File: config.mk
export PLATFORM = sky130hd
export DESIGN_NAME = inta_sequencer
export DESIGN_NICKNAME = d
export VERILOG_FILES = /design/src/rtl/inta_sequencer.sv
export SDC_FILE = /design/constraint.sdc
export NUM_CORES = 1
export LEC_CHECK = 0
export CELL_PAD_IN_SITES_DETAIL_PLACEMENT = 1
export CELL_PAD_IN_SITES_GLOBAL_PLACEMENT = 2
export CORE_MARGIN = 3
export CORE_UTILIZATION = 36
export DETAILED_ROUTE_END_ITERATION = 8
export PLACE_DENSITY_LB_ADDON = 0.08
export SETUP_SLACK_MARGIN = 0.15
export SYNTH_ARGS = -nofsm -noshare
export SYNTH_HDL_FRONTEND = slang
export SYNTH_SLANG_ARGS = --single-unit
File: constraint.sdc
create_clock -name clk -period 6.25 [get_ports clk]
set_input_delay 0.625 -clock clk [delete_from_list [all_inputs] [get_ports clk]]
set_output_delay 0.625 -clock clk [all_outputs]
set_load 0.02 [all_outputs]
File: src/rtl/inta_sequencer.sv
// rtl/inta_sequencer.sv - 8259A-style INTA sequencer: priority resolve, ISR ownership, OCW2/AEOI handling
module inta_sequencer #(
   parameter int NUM_IRQ = 8
) (
   input  logic               clk,
   input  logic               reset,
   input  logic [NUM_IRQ-1:0] irr,
   input  logic [NUM_IRQ-1:0] imr,
   input  logic               inta,
   input  logic [4:0]         vector_base,
   input  logic               aeoi,
   input  logic               ocw2_wr,
   input  logic [7:0]         ocw2_data,
   output logic               int_out,
   output logic [NUM_IRQ-1:0] isr,
   output logic [NUM_IRQ-1:0] irr_clear,
   output logic [7:0]         data_out,
   output logic               data_oe,
   output logic [2:0]         lowest_prio
);

   typedef enum logic [1:0] {IDLE, REQ, ACK1, ACK2} state_t;

   state_t             state, state_n;
   logic               int_out_n, data_oe_n, rotate_aeoi, rotate_aeoi_n;
   logic               spurious, spurious_n;
   logic [2:0]         lvl, lvl_n, lowest_prio_n;
   logic [7:0]         data_out_n;
   logic [NUM_IRQ-1:0] irr_clear_n, isr_n, isr_set, isr_clr_ocw, isr_clr_aeoi;
   logic [NUM_IRQ-1:0] pend;
   logic [6:0]         win_res, isr_res;
   logic               win_found, isr_found, qualify, ocw2_valid;
   logic [2:0]         win_rank, win_lvl, isr_rank, isr_lvl, ocw_l;

   // Walks levels from highest to lowest priority; returns {found, rank, level}.
   function automatic logic [6:0] resolve(input logic [NUM_IRQ-1:0] bits, input logic [2:0] lp);
      logic       found;
      logic [2:0] rank, level, l;
      found = 1'b0;
      rank  = 3'd0;
      level = 3'd0;
      for (int k = 0; k < NUM_IRQ; k++) begin
         l = lp + 3'd1 + 3'(k);
         if (!found && bits[l]) begin
            found = 1'b1;
            rank  = 3'(k);
            level = l;
         end
      end
      return {found, rank, level};
   endfunction

   assign pend    = irr & ~imr;
   assign win_res = resolve(pend, lowest_prio);
   assign isr_res = resolve(isr, lowest_prio);
   assign {win_found, win_rank, win_lvl} = win_res;
   assign {isr_found, isr_rank, isr_lvl} = isr_res;
   assign qualify = win_found && (!isr_found || (win_rank < isr_rank));

   // Bits 4:3 distinguish OCW2 from OCW3/ICW1 writes sharing the same strobe.
   assign ocw2_valid = ocw2_wr && (ocw2_data[4:3] == 2'b00);
   assign ocw_l      = ocw2_data[2:0];

   always_comb begin
      state_n       = state;
      int_out_n     = int_out;
      irr_clear_n   = '0;
      data_out_n    = data_out;
      data_oe_n     = 1'b0;
      lvl_n         = lvl;
      spurious_n    = spurious;
      lowest_prio_n = lowest_prio;
      rotate_aeoi_n = rotate_aeoi;
      isr_set       = '0;
      isr_clr_ocw   = '0;
      isr_clr_aeoi  = '0;

      if (ocw2_valid) begin
         case (ocw2_data[7:5])
            3'b001: if (isr_found) isr_clr_ocw[isr_lvl] = 1'b1;
            3'b011: isr_clr_ocw[ocw_l] = 1'b1;
            3'b101: if (isr_found) begin
               isr_clr_ocw[isr_lvl] = 1'b1;
               lowest_prio_n        = isr_lvl;
            end
            3'b111: begin
               isr_clr_ocw[ocw_l] = 1'b1;
               lowest_prio_n      = ocw_l;
            end
            3'b110: lowest_prio_n = ocw_l;
            3'b100: rotate_aeoi_n = 1'b1;
            3'b000: rotate_aeoi_n = 1'b0;
            default: ;
         endcase
      end

      case (state)
         IDLE, REQ: begin
            if (inta) begin
               int_out_n = 1'b0;
               state_n   = ACK1;
               if (win_found) begin
                  lvl_n                = win_lvl;
                  spurious_n           = 1'b0;
                  isr_set[win_lvl]     = 1'b1;
                  irr_clear_n[win_lvl] = 1'b1;
               end else begin
                  lvl_n      = 3'd7;
                  spurious_n = 1'b1;
               end
            end else if (state == IDLE) begin
               int_out_n = qualify;
               if (qualify) state_n = REQ;
            end
         end
         ACK1: begin
            if (inta) begin
               data_out_n = {vector_base, lvl};
               data_oe_n  = 1'b1;
               state_n    = ACK2;
            end
         end
         ACK2: begin
            // AEOI rotation is applied after OCW2 so it wins a same-cycle conflict.
            if (aeoi && !spurious) begin
               isr_clr_aeoi[lvl] = 1'b1;
               if (rotate_aeoi) lowest_prio_n = lvl;
            end
            state_n = IDLE;
         end
         default: state_n = IDLE;
      endcase

      isr_n = (isr & ~(isr_clr_ocw | isr_clr_aeoi)) | isr_set;
   end

   always_ff @(posedge clk or posedge reset) begin
      if (reset) begin
         state       <= IDLE;
         int_out     <= 1'b0;
         isr         <= '0;
         irr_clear   <= '0;
         data_out    <= 8'h00;
         data_oe     <= 1'b0;
         lowest_prio <= 3'd7;
         rotate_aeoi <= 1'b0;
         lvl         <= 3'd0;
         spurious    <= 1'b0;
      end else begin
         state       <= state_n;
         int_out     <= int_out_n;
         isr         <= isr_n;
         irr_clear   <= irr_clear_n;
         data_out    <= data_out_n;
         data_oe     <= data_oe_n;
         lowest_prio <= lowest_prio_n;
         rotate_aeoi <= rotate_aeoi_n;
         lvl         <= lvl_n;
         spurious    <= spurious_n;
      end
   end

endmodule
=== Word-level counts from Yosys, hierarchy flattened ===
Index checks and enable logic that the tools add are counted.

* Input port bits: 34
* Word-level logic and storage cells: 217
* Register bits after elaboration: 36

* Eq/ne operators: 12
* Mux-type cells: 112
* Bitwise operators: 6
* Reductions and logical operators: 52
* $lt $le $gt $ge: 17
* Add/sub/neg operators: 8

{| class="wikitable"
|+ Operators with widths
! cell !! number
|-
| 3-bit two-way mux || 34
|-
| 8-bit two-way mux || 7
|-
| 1-bit binary-select mux with 3-bit select || 16
|-
| 3-bit by 4-bit less-than comparator with 1-bit output, second input constant || 12
|-
| 1-bit two-way mux || 43
|-
| 1-bit logical AND || 21
|-
| 8-bit bitwise AND || 2
|-
| 1-bit logical NOT || 16
|-
| 8-bit inverter || 2
|-
| 8-bit bitwise OR || 2
|-
| 8-bit one-hot mux with 2 select lines || 1
|-
| 3-bit adder, second input constant || 4
|-
| 1-bit demux with 3-bit select || 4
|-
| 3-bit == test, second input constant || 4
|-
| 3-bit by 1-bit >= comparator with 1-bit output, second input constant || 4
|-
| 2-bit two-way mux || 4
|-
| 2-bit AND reduction || 4
|-
| 2-bit OR reduction || 4
|-
| 3-bit by 1-bit adder with 3-bit output, second input constant || 2
|-
| 3-bit by 2-bit adder with 3-bit output, second input constant || 2
|-
| 3-bit inequality test, second input constant || 2
|-
| 2-bit one-hot mux with 3 select lines || 1
|-
| 3-bit one-hot mux with 2 select lines || 1
|-
| 2-bit == test, second input constant || 2
|-
| other kinds (11) || 13
|}

=== Depth between registers and ports, before layout ===
Gate-level depths: netlist of the first run.

* Depth after elaboration: 36
* Mapped depth: 16

=== Worst setup path before layout of the first run ===
No wires, ideal clock.

* Path type: flip-flop to flip-flop
* Start: reg lowest_prio[0]
* End: reg isr[6]
* Setup slack: 2.388 ns
* Cell stages (with the launch flop): 15
* Data required time: 6.109 ns
* Arrival time: 3.721 ns
* Path through: dfstp_2 -> inv_2 -> buf_4 -> buf_1 -> ha_1 -> buf_2 -> buf_2 -> or3b_2 -> nor4_1 -> nor4_1 -> mux2_2 -> o211a_1 -> o31ai_1 -> and3_1 -> o32ai_1

* Cells in the longest elaborated chain, start to end: 36
* Elaborated cells on any way between the ends: 120

{| class="wikitable"
|+ Ends and longest elaborated chain
! what !! line !! source
|-
| from (decl) || 19 || <nowiki>output logic [2:0] lowest_prio</nowiki>
|-
| from (signal assigned) || 156 || <nowiki>lowest_prio <= lowest_prio_n;</nowiki>
|-
| 3-bit by 1-bit adder with 3-bit output (*) || 43 || <nowiki>l = lp + 3'd1 + 3'(k);</nowiki>
|-
| parallel branches: the longest is 34 deep, another holds 3-bit by 1-bit adder with 3-bit output || -- ||
|-
| 8-bit bitwise OR (*) || 134 || <nowiki>isr_n = (isr & ~(isr_clr_ocw | isr_clr_aeoi)) | isr_set;</nowiki>
|-
| via isr_n[6] || 29 || <nowiki>logic [NUM_IRQ-1:0] irr_clear_n, isr_n, isr_set, isr_clr_ocw, isr_clr_aeoi;</nowiki>
|-
| to (signal assigned) || 152 || <nowiki>isr <= isr_n;</nowiki>
|-
| to (decl) || 15 || <nowiki>output logic [NUM_IRQ-1:0] isr,</nowiki>
|}

Mark *: on every way through the listed nets, which the timed path passes. The select of a mux whose other input is x is not followed.
A chain may end at the register's enable or synchronous reset.

=== Worst setup path after layout of the first run ===
Ends and elaborated chain as after synthesis.

==> results.tsv, run 1 <==
stage	metric	value	unit
outcome	status	complete, no violations	
clock_network	clk_latency	300	ps
finish	layout-drive-gt1-share	15.4	%
sta	max_freq	0.226	GHz
clock_network	ctsHtreeMaxLevel	2	
grt	overflow	0	
sta	tns	0	ps
placement	gp_congestion	0.893	
floorplanning	die-area	0.0121	mm²
finish	n_antenna_cell	0	
hold_path	hold_class	flop to flop	
worst_setup_path	cp.arrival	4580	ps
floorplanning	coreArea	0.0104	mm²
placement	hpwl	10000	µm
synthesis	synthFlopType	dfrtp_1	
finish	num-fill-cells	1197	
finish	final_common_cell	clkdlybuf4s50_1	
sta	drv_slew	0	
floorplanning	pin_count	63	
worst_setup_path	crit_required	6400	ps
clock_network	clk_transition_reported_paths	90	ps
clock_network	cts_setup_buffers	0	
grt	grt_pass1_vias	3960	
finish	final_nets	525	
synthesis	yosysWarnings	0	
drt	viasPerCell	6.22	
sta	layout_min_cycle_time	4430	ps
synthesis	synth_fp_nets	475	
drt	drt-initial-drc-count	271	
worst_setup_path	cp-end-kind	flop	
sta	hold_viol	0	
floorplanning	start_util	37.4	%
clock_network	clock-sinks	36	
synthesis	synth_area_per_cell	8.91	µm²
finish	mostFrequentLayoutCells	clkdlybuf4s50_1, nand2_1, dfrtp_1	
hold_path	whs_endpoint	lowest_prio[2]	
job	maxCapViolations	0	
synthesis	ys_seq_elements	36	
worst_setup_path	cp-start-kind	flop	
floorplanning	rows	37	
drt	ant_nets	0	
worst_setup_path	path_max_fanout	35	
drt	wl_per_cell	21.4	µm
sta	max_slew_margin	33.5	%
floorplanning	die_h	110	µm
sta	final-setup-viol-count	0	
grt	grt_max_degree	42	
synthesis	synth-async-reset-ratio	100	%
grt	grt_pass1_wl	21400	µm
synthesis	yosys.cell_types.count	78	
synthesis	synth_edf_count	0	
clock_network	cts-root-buf	clkbuf_8	
clock_network	cts_made_buffers	5	
drt	remaining_drc_errors	0	
sta	rsz0062_at_grt	no	
finish	area.sequential	905	µm²
worst_setup_path	rr_worst_depth	11	
synthesis	syn_inst	437	
clock_network	cts_hold_buf	0	
sta	period_share	70.9	%
sta	fin_worst_skew	10.9	ps
worst_setup_path	rr_endpoint	isr[6]	
synthesis	netlist_area	0.00389	mm²
drt	first_pass_iters	4	
worst_setup_path	reg2reg_from	lowest_prio[0]	
sta	tightest_slew	992	ps
hold_path	holdPathStages	1	
finish	areaGrowthSynthToFinish	20.7	%
grt	antenna_found_initial	0	
synthesis	ys_seq_area_share	23.2	%
clock_network	cts_tree	yes	
placement	io_buffers	62	
clock_network	cts_resized	0	
hold_path	hp-start	rotate_aeoi	
clock_network	cts_buffer_depth	2	
finish	multi_input_area	0.00281	mm²
floorplanning	die_x	110	µm
worst_setup_path	crit_type	flop to flop	
drt	route.final.wire_length	13300	µm
worst_setup_path	rrSetupSlack	1820	ps
grt	gr-usage-all-layers	22.6	%
drt	num_vias	3882	
-- registers in the layout, indices dropped and copies added (netlist names) --
| register | count |
|---|---|
| isr | 8 |
| lvl | 3 |
| int_out | 1 |
| lowest_prio | 3 |
| rotate_aeoi | 1 |
| irr_clear | 8 |
| data_out | 8 |
| spurious | 1 |
| data_oe | 1 |
| state | 2 |
-- cells in the mapped netlist (4+ instances only) --
cell	instances	share of area (%)
o31ai_1	5	0.96
nand2_1	51	4.9
o21ai_0	21	2.7
a31oi_1	5	0.80
nand3_1	9	1.2
mux2i_1	20	5.1
nor4_1	9	1.4
nand4b_1	4	0.90
mux4_2	22	13
and3_1	5	0.80
nand2b_1	8	1.3
a211oi_1	5	0.96
nor3_1	18	2.3
a21oi_1	21	2.7
o32ai_1	7	1.6
o211ai_1	5	0.96
inv_1	10	0.96
nor2_1	24	2.3
dfrtp_1	33	21
o22ai_1	5	0.80
buf_2	6	0.77
a21boi_0	5	0.96
clkbuf_1	8	0.77
or2_2	5	0.80
o311ai_0	6	1.3
nor2b_1	18	2.9
ha_1	4	1.3
mux2_2	13	3.8
-- final cells by class --
class	instances	share of cell area (%)
Clock inverter	3	0.905
Inverter	13	1.04
Clock buffer	5	1.46
Sequential cell	36	19.2
Timing Repair Buffer	67	14.0
Tap cell	136	3.62
Multi-Input combinational cell	364	59.7
-- per-layer routing --
layer  global-route usage [%]  share of wire [%]  up-vias
li1                         -                  -     1804
met4                     5.61                2.1        0
met3                     2.50                4.5       17
met1                     32.1                 46     1955
met5                        0                  0        -
met2                     36.9                 47      106
-- kinds of logic after synthesis --
kind of cell,share of synthesized area (%)
multiplexers,22.3
adder cells (fa/ha/maj),1.28
AND/OR/NAND/NOR,24.7
AO/OA/AOI/OAI,22.6
XOR/XNOR,1.28
flip-flops,23.2
buffers and inverters,4.66
-- critical path, cell delays in order (launching register included) --
cell and delay (ps):
dfstp_2 540, inv_2 200, ha_1 630, buf_4 440
or3b_2 490, o21ai_0 220, o22ai_1 100, mux2_2 300
o211a_1 230, o31ai_1 710, and3_1 310, o32ai_1 90
-- metrics by stage --
step / area [µm²] / std cells / util [%] / setup WS [ps] / hold slack, ps
6_report: 4700 / 624 / 45.1 / 1820 / 457
5_1_grt: 4700 / 624 / 45.1 / 1540 / 474
4_1_cts: 4700 / 624 / 45.1 / 1850 / 452
3_5_place_dp: 4590 / 616 / 44.1 / 1910 / 440
3_3_place_gp: 4590 / 616 / 44.1 / 1960 / 441
2_1_floorplan: 3890 / 437 / - / 2390 / 399
-- worst max path at each step --
stage,start,end,slack [ps],depth (start not counted)
2_1_floorplan,lowest_prio[0],isr[6],2390,14
3_3_place_gp,lowest_prio[0],isr[6],1960,11
3_5_place_dp,lowest_prio[0],isr[6],1910,11
4_1_cts,lowest_prio[0],isr[6],1850,11
5_1_grt,lowest_prio[0],isr[6],1540,11
6_report,lowest_prio[0],isr[6],1820,11
Power of run 1 is not shown: default switching activity piles up to over one toggle a cycle in this logic, so the estimate is an artifact.
==> run 2: changes to the inputs <==
- CORE_UTILIZATION: 36 -> 33
- clock period: 6.25 -> 4.25 ns (I/O delays scaled with it)
==> results.tsv, run 2 (synthesis gave the netlist of run 1 again) <==
stage	metric	value	unit	change
drt	ant_nets	0		unchanged
drt	route.final.wire_length	14600	µm	+9.1%
clock_network	clk_transition_reported_paths	60	ps	-30 ps
clock_network	cts_made_buffers	5		unchanged
clock_network	cts-root-buf	clkbuf_16		
grt	grt_pass1_wl	23000	µm	+7.4%
worst_setup_path	cp_slowest_cell	mux4_2		
clock_network	cts_buffer_depth	2		unchanged
drt	remaining_drc_errors	0		unchanged
grt	grt.busiest_layer	met2		
worst_setup_path	rr_endpoint	isr[0]		
grt	grt_max_degree	37		-12%
sta	drv_slew	0		unchanged
sta	tightest_slew	690	ps	-302 ps
finish	num-fill-cells	1332		+11%
drt	num_vias	3913		+0.80%
worst_setup_path	cp-start-kind	flop		
placement	io_buffers	62		unchanged
floorplanning	die_x	115	µm	+4.2%
finish	mostFrequentLayoutCells	clkdlybuf4s50_1, nand2_1, dfrtp_1		
sta	tns	0	ps	unchanged
finish	final_common_cell	clkdlybuf4s50_1		
job	maxCapViolations	0		unchanged
finish	top_regs	data_out: 8 flops, irr_clear: 8 flops, isr: 8 flops		
sta	fin_worst_skew	8.88	ps	-2.05 ps
sta	rsz0062_at_grt	no		
grt	grtUsageMet1	29.5	%	-2.6 points
worst_setup_path	startpoint	lowest_prio[1]		
worst_setup_path	rrSetupSlack	420	ps	-1400 ps
drt	viasPerCell	6.11		-1.7%
worst_setup_path	rr_worst_depth	9		-2
finish	final_nets	534		+1.7%
hold_path	hold_class	flop to flop		
worst_setup_path	crit_type	flop to flop		
floorplanning	die_h	115	µm	+4.2%
worst_setup_path	cpPeakStageDelay	580	ps	-130 ps
worst_setup_path	cp.arrival	4030	ps	-550 ps
grt	gr-usage-all-layers	22.5	%	-0.11 points
floorplanning	coreArea	0.0115	mm²	+10%
clock_network	clock-sinks	36		unchanged
placement	gp_congestion	0.908		+1.7%
floorplanning	pin_count	63		unchanged
clock_network	ctsHtreeMaxLevel	2		unchanged
worst_setup_path	crit_required	4450	ps	-1950 ps
sta	period_share	90.2	%	+19 points
finish	areaGrowthSynthToFinish	24.4	%	
worst_setup_path	path_max_fanout	11		-69%
worst_setup_path	cp-end-kind	flop		
worst_setup_path	endpoint	isr[0]		
outcome	status	complete, no violations		
clock_network	cts_hold_buf	0		unchanged
floorplanning	start_util	34.0	%	-3.4 points
sta	max_slew_margin	53.7	%	+20 points
worst_setup_path	path_cells	ha_1 > xor3_2 > inv_2 > mux4_2 > and4bb_2 > a311oi_1 > buf_4 > o21ai_0 > o22ai_1		
grt	use_met3	2.80	%	+0.30 points
finish	layout-drive-gt1-share	17.1	%	+1.7 points
drt	wl_per_cell	22.8	µm	+6.4%
placement	hpwl	11100	µm	+11%
grt	grt_pass1_vias	4110		+3.8%
clock_network	cts_setup_buffers	0		unchanged
sta	layout_min_cycle_time	3830	ps	-601 ps
floorplanning	rows	39		+5.4%
drt	drt-initial-drc-count	281		+3.7%
floorplanning	die-area	0.0131	mm²	+8.6%
grt	overflow	0		unchanged
finish	n_antenna_cell	0		unchanged
clock_network	clk_latency	290	ps	about the same
sta	final-setup-viol-count	0		unchanged
grt	met2_usage	38.0	%	+1.1 points
drt	first_pass_iters	4		unchanged
clock_network	cts_tree	yes		
grt	antenna_found_initial	0		unchanged
sta	max_freq	0.261	GHz	+16%
worst_setup_path	reg2reg_from	lowest_prio[1]		
sta	hold_viol	0		unchanged
==> run 2: worst min-delay path by stage <==
stage	start	end	slack (ps)	depth (start not counted)
after floorplan	rotate_aeoi	lowest_prio[2]	400	1
after global placement	rotate_aeoi	lowest_prio[2]	430	1
after detailed placement	rotate_aeoi	lowest_prio[2]	430	1
after CTS	rotate_aeoi	lowest_prio[2]	440	1
after global routing	rotate_aeoi	lowest_prio[2]	470	1
final	rotate_aeoi	lowest_prio[2]	440	1
==> run 2: layer usage <==
metal / wire [µm] / vias up
li1: - / 1834
met1: 6430 / 1936
met2: 7130 / 106
met3: 513 / 37
met4: 488 / 0
met5: 0 / -
==> run 2: area by class of cell <==
cell class	count	area, µm²	area share [%]
timing repair buffer	76	726	15.0
multi-input combinational	364	2820	58.1
sequential	36	905	18.7
inverter	13	48.8	1.01
tap	143	179	3.69
clock buffer	5	125	2.58
clock inverter	3	46.3	0.955
==> run 2: timing repair <==
action	in CTS	in global routing
setup endpoints to repair	0	4
resized for setup	0	1
endpoints found under the hold margin	0	0
==> run 2: metrics by stage <==
stage	cells	util [%]	hold slack [ps]	setup WS [ps]	area (µm²)
final	640	42.3	437	417	4850
after CTS	640	42.2	439	341	4840
after global placement	632	40.7	428	469	4670
after detailed placement	632	40.7	431	360	4670
after floorplan	437	-	399	388	3890
after global routing	640	42.3	474	171	4850
==> run 2: worst max-delay path: cells and delay by family, from the launching register on <==
| kind | cells | cell delay [ps] |
|---|---|---|
| muxes | 1 | 580 |
| buffers and inverters | 2 | 410 |
| and+or+nand+nor | 1 | 300 |
| adders and majority gates | 1 | 420 |
| DFF | 1 | 570 |
| AOI/OAI and AO/OA | 3 | 890 |
| xor gates and xnor gates | 1 | 570 |
Power of run 2 is left out for the same reason.
